[config.mk]
export PLATFORM = sky130hd
export DESIGN_NAME = clk_rst_sequencer_flat
export DESIGN_NICKNAME = d
export VERILOG_FILES = /design/src/rtl/clkgen_pkg.sv /design/src/rtl/clk_rst_sequencer_if.sv /design/src/rtl/lock_sync.sv /design/src/rtl/clk_rst_sequencer.sv /design/src/flat_wrapper.sv
export SDC_FILE = /design/constraint.sdc
export NUM_CORES = 1
export LEC_CHECK = 0
export CAP_MARGIN = 20
export CORE_MARGIN = 1.5
export CORE_UTILIZATION = 57
export DETAILED_ROUTE_END_ITERATION = 7
export PLACE_DENSITY_LB_ADDON = 0.12
export REMOVE_ABC_BUFFERS = 1
export SLEW_MARGIN = 40
export SYNTH_ARGS = -nofsm -noshare
export SYNTH_HDL_FRONTEND = slang
export SYNTH_SLANG_ARGS = --single-unit
[constraint.sdc]
create_clock -name sys_clk_i -period 6 [get_ports sys_clk_i]
set_input_delay 1.5 -clock sys_clk_i [delete_from_list [all_inputs] [get_ports sys_clk_i]]
set_output_delay 1.5 -clock sys_clk_i [all_outputs]
set_load 0.1 [all_outputs]
[src/rtl/clkgen_pkg.sv]
`default_nettype none
// ============================================================================
//  Module      : clkgen_pkg
//  Description : Shared types for the clock/reset sequencer: FSM state
//                encoding, 16-bit cycle-counter type, retry-counter width
//                and a saturating increment helper.
//  Revision    : 1.0 - initial release
// ============================================================================
package clkgen_pkg;

   localparam int RETRY_W = 4;

   typedef logic [RETRY_W-1:0] retry_t;
   typedef logic [15:0]        cnt_t;

   typedef enum logic [2:0] {
      ST_DCM_RST  = 3'd0,
      ST_DCM_WAIT = 3'd1,
      ST_PLL_RST  = 3'd2,
      ST_PLL_WAIT = 3'd3,
      ST_REL_DDR  = 3'd4,
      ST_REL_WB   = 3'd5,
      ST_RUN      = 3'd6,
      ST_FAULT    = 3'd7
   } state_t;

   // Retry counter stops at all-ones instead of wrapping back to zero
   function automatic retry_t sat_inc(input retry_t v);
      return (v == '1) ? v : v + retry_t'(1);
   endfunction

endpackage
`default_nettype wire

[src/rtl/clk_rst_sequencer_if.sv]
`default_nettype none
// ============================================================================
//  Module      : clk_rst_sequencer_if
//  Description : Board-side signal bundle of the clock/reset sequencer:
//                lock inputs, soft-reset request, reset outputs and status.
//                master = sequencer side, slave = board/clock-generator side.
//  Revision    : 1.0 - initial release
// ============================================================================
interface clk_rst_sequencer_if;
   import clkgen_pkg::*;

   logic   dcm_locked_i;
   logic   pll_locked_i;
   logic   soft_rst_i;
   logic   dcm_rst_o;
   logic   pll_rst_o;
   logic   ddr2_rst_o;
   logic   wb_rst_o;
   logic   seq_done_o;
   logic   fault_o;
   retry_t retry_cnt_o;

   modport master (
      input  dcm_locked_i, pll_locked_i, soft_rst_i,
      output dcm_rst_o, pll_rst_o, ddr2_rst_o, wb_rst_o,
             seq_done_o, fault_o, retry_cnt_o
   );

   modport slave (
      output dcm_locked_i, pll_locked_i, soft_rst_i,
      input  dcm_rst_o, pll_rst_o, ddr2_rst_o, wb_rst_o,
             seq_done_o, fault_o, retry_cnt_o
   );

endinterface
`default_nettype wire

[src/rtl/lock_sync.sv]
`default_nettype none
// ============================================================================
//  Module      : lock_sync
//  Description : Two-flop synchronizer for an asynchronous lock level.
//                Clears to 0 so a fresh sequence never sees a stale lock.
//  Revision    : 1.0 - initial release
// ============================================================================
module lock_sync (
   input  wire  clk,
   input  wire  rst,
   input  wire  din,
   output logic dout
);

   logic meta;

   // Two-stage capture of the asynchronous lock into the clk domain
   always_ff @(posedge clk) begin
      if (rst) begin
         meta <= 1'b0;
         dout <= 1'b0;
      end else begin
         meta <= din;
         dout <= meta;
      end
   end

endmodule
`default_nettype wire

[src/rtl/clk_rst_sequencer.sv]
`default_nettype none
// ============================================================================
//  Module      : clk_rst_sequencer
//  Description : Brings up DCM then PLL, waits for each lock with a timeout
//                and retry budget, then releases the DDR2 domain reset ahead
//                of the bus domain reset. Supports soft domain re-reset and
//                lock-loss handling while running.
//                Optional macro CLKSEQ_LOSS_RECOVERY_EN: lock loss in RUN
//                re-locks the affected clock instead of entering FAULT.
//  Revision    : 1.0 - initial release
// ============================================================================
module clk_rst_sequencer
   import clkgen_pkg::*;
#(
   parameter int RST_HOLD     = 16,
   parameter int LOCK_TIMEOUT = 50000,
   parameter int STAGE_DELAY  = 8,
   parameter int MAX_RETRY    = 3
) (
   input  wire                  sys_clk_i,
   input  wire                  sys_rst_i,
   clk_rst_sequencer_if.master  bus
);

   localparam cnt_t   HOLD_LAST    = cnt_t'(RST_HOLD - 1);
   localparam cnt_t   TIMEOUT_LAST = cnt_t'(LOCK_TIMEOUT - 1);
   localparam cnt_t   STAGE_LAST   = cnt_t'(STAGE_DELAY - 1);
   localparam retry_t RETRY_LIMIT  = retry_t'(MAX_RETRY);

   state_t state, state_nxt;
   cnt_t   cnt;
   retry_t retry, retry_nxt;
   logic   timeout;

   logic   dcm_lock_s, pll_lock_s;

   logic   dcm_rst, pll_rst, ddr2_rst, wb_rst, seq_done, fault;
   logic   dcm_rst_nxt, pll_rst_nxt, ddr2_rst_nxt, wb_rst_nxt;
   logic   seq_done_nxt, fault_nxt;

   lock_sync u_dcm_sync (
      .clk  (sys_clk_i),
      .rst  (sys_rst_i),
      .din  (bus.dcm_locked_i),
      .dout (dcm_lock_s)
   );

   lock_sync u_pll_sync (
      .clk  (sys_clk_i),
      .rst  (sys_rst_i),
      .din  (bus.pll_locked_i),
      .dout (pll_lock_s)
   );

   // State, cycle counter, retry count and registered outputs
   always_ff @(posedge sys_clk_i) begin
      if (sys_rst_i) begin
         state    <= ST_DCM_RST;
         cnt      <= '0;
         retry    <= '0;
         dcm_rst  <= 1'b1;
         pll_rst  <= 1'b1;
         ddr2_rst <= 1'b1;
         wb_rst   <= 1'b1;
         seq_done <= 1'b0;
         fault    <= 1'b0;
      end else begin
         state    <= state_nxt;
         // Counter restarts on every state entry; parks at max in RUN/FAULT
         if (state_nxt != state)
            cnt <= '0;
         else if (cnt != '1)
            cnt <= cnt + cnt_t'(1);
         retry    <= retry_nxt;
         dcm_rst  <= dcm_rst_nxt;
         pll_rst  <= pll_rst_nxt;
         ddr2_rst <= ddr2_rst_nxt;
         wb_rst   <= wb_rst_nxt;
         seq_done <= seq_done_nxt;
         fault    <= fault_nxt;
      end
   end

   // Next-state, retry accounting and output decode of the next state
   always_comb begin
      state_nxt = state;
      retry_nxt = retry;
      timeout   = 1'b0;

      case (state)
         ST_DCM_RST: begin
            if (cnt == HOLD_LAST)
               state_nxt = ST_DCM_WAIT;
         end
         ST_DCM_WAIT: begin
            if (dcm_lock_s)
               state_nxt = ST_PLL_RST;
            else if (cnt == TIMEOUT_LAST)
               timeout = 1'b1;
         end
         ST_PLL_RST: begin
            // PLL needs a stable reference; a lost DCM restarts from scratch
            if (!dcm_lock_s)
               state_nxt = ST_DCM_RST;
            else if (cnt == HOLD_LAST)
               state_nxt = ST_PLL_WAIT;
         end
         ST_PLL_WAIT: begin
            if (!dcm_lock_s)
               state_nxt = ST_DCM_RST;
            else if (pll_lock_s)
               state_nxt = ST_REL_DDR;
            else if (cnt == TIMEOUT_LAST)
               timeout = 1'b1;
         end
         ST_REL_DDR: begin
            if (cnt == STAGE_LAST)
               state_nxt = ST_REL_WB;
         end
         ST_REL_WB: begin
            if (cnt == STAGE_LAST)
               state_nxt = ST_RUN;
         end
         ST_RUN: begin
            // Lock loss outranks a soft reset request
            if (!dcm_lock_s || !pll_lock_s) begin
`ifdef CLKSEQ_LOSS_RECOVERY_EN
               state_nxt = !dcm_lock_s ? ST_DCM_RST : ST_PLL_RST;
`else
               state_nxt = ST_FAULT;
`endif
            end else if (bus.soft_rst_i) begin
               state_nxt = ST_REL_DDR;
            end
         end
         ST_FAULT: begin
            state_nxt = ST_FAULT;
         end
         default: begin
            state_nxt = ST_DCM_RST;
         end
      endcase

      if (timeout) begin
         retry_nxt = sat_inc(retry);
         state_nxt = (retry_nxt == RETRY_LIMIT) ? ST_FAULT : ST_DCM_RST;
      end

      dcm_rst_nxt  = (state_nxt == ST_DCM_RST) || (state_nxt == ST_FAULT);
      pll_rst_nxt  = (state_nxt == ST_DCM_RST)  || (state_nxt == ST_DCM_WAIT) ||
                     (state_nxt == ST_PLL_RST)  || (state_nxt == ST_FAULT);
      ddr2_rst_nxt = !((state_nxt == ST_REL_WB) || (state_nxt == ST_RUN));
      wb_rst_nxt   = (state_nxt != ST_RUN);
      seq_done_nxt = (state_nxt == ST_RUN);
      fault_nxt    = (state_nxt == ST_FAULT);
   end

   assign bus.dcm_rst_o   = dcm_rst;
   assign bus.pll_rst_o   = pll_rst;
   assign bus.ddr2_rst_o  = ddr2_rst;
   assign bus.wb_rst_o    = wb_rst;
   assign bus.seq_done_o  = seq_done;
   assign bus.fault_o     = fault;
   assign bus.retry_cnt_o = retry;

endmodule
`default_nettype wire

[src/flat_wrapper.sv]
// flat-port wrapper written by rule: the top's interface ports become plain ports
module clk_rst_sequencer_flat import clkgen_pkg::*;
#(
   parameter int RST_HOLD     = 16,
   parameter int LOCK_TIMEOUT = 50000,
   parameter int STAGE_DELAY  = 8,
   parameter int MAX_RETRY    = 3
)
  (sys_clk_i, sys_rst_i, bus_dcm_locked_i, bus_pll_locked_i, bus_soft_rst_i, bus_dcm_rst_o, bus_pll_rst_o, bus_ddr2_rst_o, bus_wb_rst_o, bus_seq_done_o, bus_fault_o, bus_retry_cnt_o);
  clk_rst_sequencer_if bus_i ();
  input  wire sys_clk_i;
  input  wire sys_rst_i;
  input wire logic [$bits(bus_i.dcm_locked_i)-1:0] bus_dcm_locked_i;
  input wire logic [$bits(bus_i.pll_locked_i)-1:0] bus_pll_locked_i;
  input wire logic [$bits(bus_i.soft_rst_i)-1:0] bus_soft_rst_i;
  output wire logic [$bits(bus_i.dcm_rst_o)-1:0] bus_dcm_rst_o;
  output wire logic [$bits(bus_i.pll_rst_o)-1:0] bus_pll_rst_o;
  output wire logic [$bits(bus_i.ddr2_rst_o)-1:0] bus_ddr2_rst_o;
  output wire logic [$bits(bus_i.wb_rst_o)-1:0] bus_wb_rst_o;
  output wire logic [$bits(bus_i.seq_done_o)-1:0] bus_seq_done_o;
  output wire logic [$bits(bus_i.fault_o)-1:0] bus_fault_o;
  output wire logic [$bits(bus_i.retry_cnt_o)-1:0] bus_retry_cnt_o;
  assign bus_i.dcm_locked_i = bus_dcm_locked_i;
  assign bus_i.pll_locked_i = bus_pll_locked_i;
  assign bus_i.soft_rst_i = bus_soft_rst_i;
  assign bus_dcm_rst_o = bus_i.dcm_rst_o;
  assign bus_pll_rst_o = bus_i.pll_rst_o;
  assign bus_ddr2_rst_o = bus_i.ddr2_rst_o;
  assign bus_wb_rst_o = bus_i.wb_rst_o;
  assign bus_seq_done_o = bus_i.seq_done_o;
  assign bus_fault_o = bus_i.fault_o;
  assign bus_retry_cnt_o = bus_i.retry_cnt_o;
  clk_rst_sequencer #(.RST_HOLD(RST_HOLD), .LOCK_TIMEOUT(LOCK_TIMEOUT), .STAGE_DELAY(STAGE_DELAY), .MAX_RETRY(MAX_RETRY)) u_core (.sys_clk_i(sys_clk_i), .sys_rst_i(sys_rst_i), .bus(bus_i));
endmodule
==> results.cfg <==
[route]
drtPass1Iterations = 5
ant_nets = 0
vias_per_cell = 5.87
wl_per_cell_um = 14.2
wirelength_um = 3360
drcViolationCount = 0
num_vias = 1392
initialDrtViolationCount = 89

[logic_synthesis]
netlist_top_cells_area = dfxtp_1 40%, nor2_1 6.6%, xnor2_1 5.3%
ys_ff_latch = 33
syn_inst = 195
avgSynthCellArea_um2 = 8.46
synthesis.area_mm2 = 0.00165
synthFlopType = dfxtp_1
async_reset_ff_frac = 0
yosysUniqueCellTypes = 44
synth_warnings = 0
yosysTopAreaCellShare = 0.400
synth.yosys.seq_area_share = 0.400
yosys.area.top_type = dfxtp_1
synth_edf_count = 0

[die]
dieArea_mm2 = 0.00323
rows = 19
dieWidth_um = 56.8
chipHeight_um = 56.8
num_io_pins = 15
core_area_mm2 = 0.00276
initial_core_util = 0.598

[critical_path]
critPathKind = in2reg
worstSetupStartpointType = input port
reg2reg_slack_ns = 3.19
cp_max_fo = 16
end_kind = flop
r2r_start = u_core.cnt[12]$_SDFFE_PP0P_
cp_data_required_time_ns = 6.26
reg2regPathDepth = 6
worstPathArrival_ns = 3.12
r2r_end = u_core.cnt[2]$_SDFFE_PP0P_

[timing]
slew_headroom = 0.607
fin_crit_ns = 2.87
finClkSkew_ns = 0.0187
fmax_mhz = 349
post-route-period-util = 0.478
hold_viol = 0
tns_ns = 0
worstMarginPinSlew_ns = 0.586
setup_violations = 0
rsz0062_at_grt = no
holdWs_ns = 0.445
drv_slew = 0

[clocking]
cts_resized = 0
clockBufferDepth = 2
cts_tree = done
holdBufCountCts = 0
cts.sinks = 33
cts_root_buf = clkbuf_4
cts_max_level = 2
clk_pin_slew_worst_paths_ns = 0.11
clk-insertion-delay-late_ns = 0.34
cts_buffers = 5
cts_setup_buffers = 0

[outcome]
outcome = finished clean

[power]
netSwitchingFraction = 0.220
p_int_mw = 0.296
power_frac_seq = 0.593
vdd.ir_drop.worst_v = 0.000220
p_sw_mw = 0.0837
combPwrFrac = 0.034
total_power_mw = 0.380
powerDensity_mw_per_mm2 = 211
p_leak_nw = 0.636
p_clk_frac = 0.373

[finish]
layout_common_cells = 33 x dfxtp_1, 29 x nor2_1, 13 x nand2_1, 10 x xnor2_1, 10 x buf_2
diodes = 0
final_common_cell = dfxtp_1
final_util = 0.654
syn_to_final_growth_pct = 9.25
layout-drive-gt1-share = 0.117
nets = 212

[global_route]
grt_pass1_vias = 1223
antenna_found_initial = 0
grt_overflow = 0
grt_max_degree = 20
track_usage = 0.223
grt_pass1_wl_um = 5460

[flow_run]
maxCapViolCount = 0

[hold_path]
hold_start = u_core.u_dcm_sync.meta$_SDFF_PP0_
holdPathEnd = u_core.u_dcm_sync.dout$_SDFF_PP0_
holdCritPathClass = reg2reg
hold_depth = 1

[place]
gp_congestion = 0.825
port_buffers = 14
detailed_place_hpwl_um = 2380
## layout make-up
cell class | count | area (um^2)
Clock inverter | 1 | 5.00
Multi-Input combinational cell | 146 | 925
Fill cell | 255 | 955
Tap cell | 31 | 38.8
Clock buffer | 7 | 65.1
Timing Repair Buffer | 14 | 90.1
Sequential cell | 33 | 661
Inverter | 5 | 18.8
## through the flow
stage          area [um^2]  setup WS [ns]  cells
4_1_cts               1800           3.14    237
5_1_grt               1800           2.98    237
3_3_place_gp          1780           2.86    229
3_5_place_dp          1730           2.78    229
6_report              1800           3.13    237
2_1_floorplan         1600           3.35    184
## critical path, cell delays in order
cell             delay (ns)
clkdlybuf4s50_1        0.59
a21oi_1                0.22
o31ai_1                0.10
a31oi_1                0.23
o211ai_4               0.23
a211oi_1               0.24
## cells in the mapped netlist, types with 5 or more instances
| cell | count |
|---|---|
| nor2_1 | 29 |
| xnor2_1 | 10 |
| clkbuf_1 | 8 |
| nor3_1 | 10 |
| xor2_1 | 6 |
| nor2b_1 | 5 |
| nand3_1 | 8 |
| dfxtp_1 | 33 |
| nand4_1 | 6 |
| inv_1 | 5 |
| nand2_1 | 13 |
| a21oi_1 | 6 |
## metal layers
layer | global-route usage | share of wire
met1 | 0.288 | 0.47
met2 | 0.336 | 0.47
met5 | 0 | 0
met4 | 0.126 | 0.013
met3 | 0.0622 | 0.046
## flip-flops by register name (all words and copies together), names as in the netlist
signal,cells
u_core.cnt,16
u_core.state,3
u_core.bus.ddr2_rst_o,1
u_core.u_pll_sync.meta,1
u_core.bus.fault_o,1
u_core.u_dcm_sync.meta,1
u_core.bus.seq_done_o,1
u_core.bus.wb_rst_o,1
u_core.u_dcm_sync.dout,1
u_core.bus.pll_rst_o,1
u_core.u_pll_sync.dout,1
u_core.bus.retry_cnt_o,4
u_core.bus.dcm_rst_o,1
## power by group through the flow
stage / Sequential [mW] / Combinational [mW] / Clock [mW]
2_1_floorplan: 0.229 / 0.00784 / 0
5_1_grt: 0.226 / 0.0145 / 0.152
3_5_place_dp: 0.230 / 0.0129 / 0
6_report: 0.225 / 0.0129 / 0.142
3_3_place_gp: 0.230 / 0.0124 / 0
4_1_cts: 0.225 / 0.0130 / 0.146
## how the worst max path moves through the flow
stage,to,startpoint,slack (ns),cells after the start
after floorplan,u_core.bus.pll_rst_o$_SDFF_PP1_,bus_soft_rst_i,3.35,6
after detailed placement,u_core.cnt[14]$_SDFFE_PP0P_,sys_rst_i,2.78,6
final,u_core.cnt[14]$_SDFFE_PP0P_,sys_rst_i,3.13,6
after global placement,u_core.cnt[12]$_SDFFE_PP0P_,bus_soft_rst_i,2.86,7
after CTS,u_core.cnt[14]$_SDFFE_PP0P_,sys_rst_i,3.14,6
after global routing,u_core.cnt[14]$_SDFFE_PP0P_,sys_rst_i,2.98,6
## logic make-up after synthesis
family / Yosys count / synth area share
simple gates: 98 / 0.314
flops: 33 / 0.400
compound gates: 27 / 0.125
xor+xnor: 16 / 0.0849
buf+inv: 16 / 0.0425
mux: 3 / 0.0182
fa+ha+maj: 2 / 0.0152
Power figures use the tool's default switching activity.
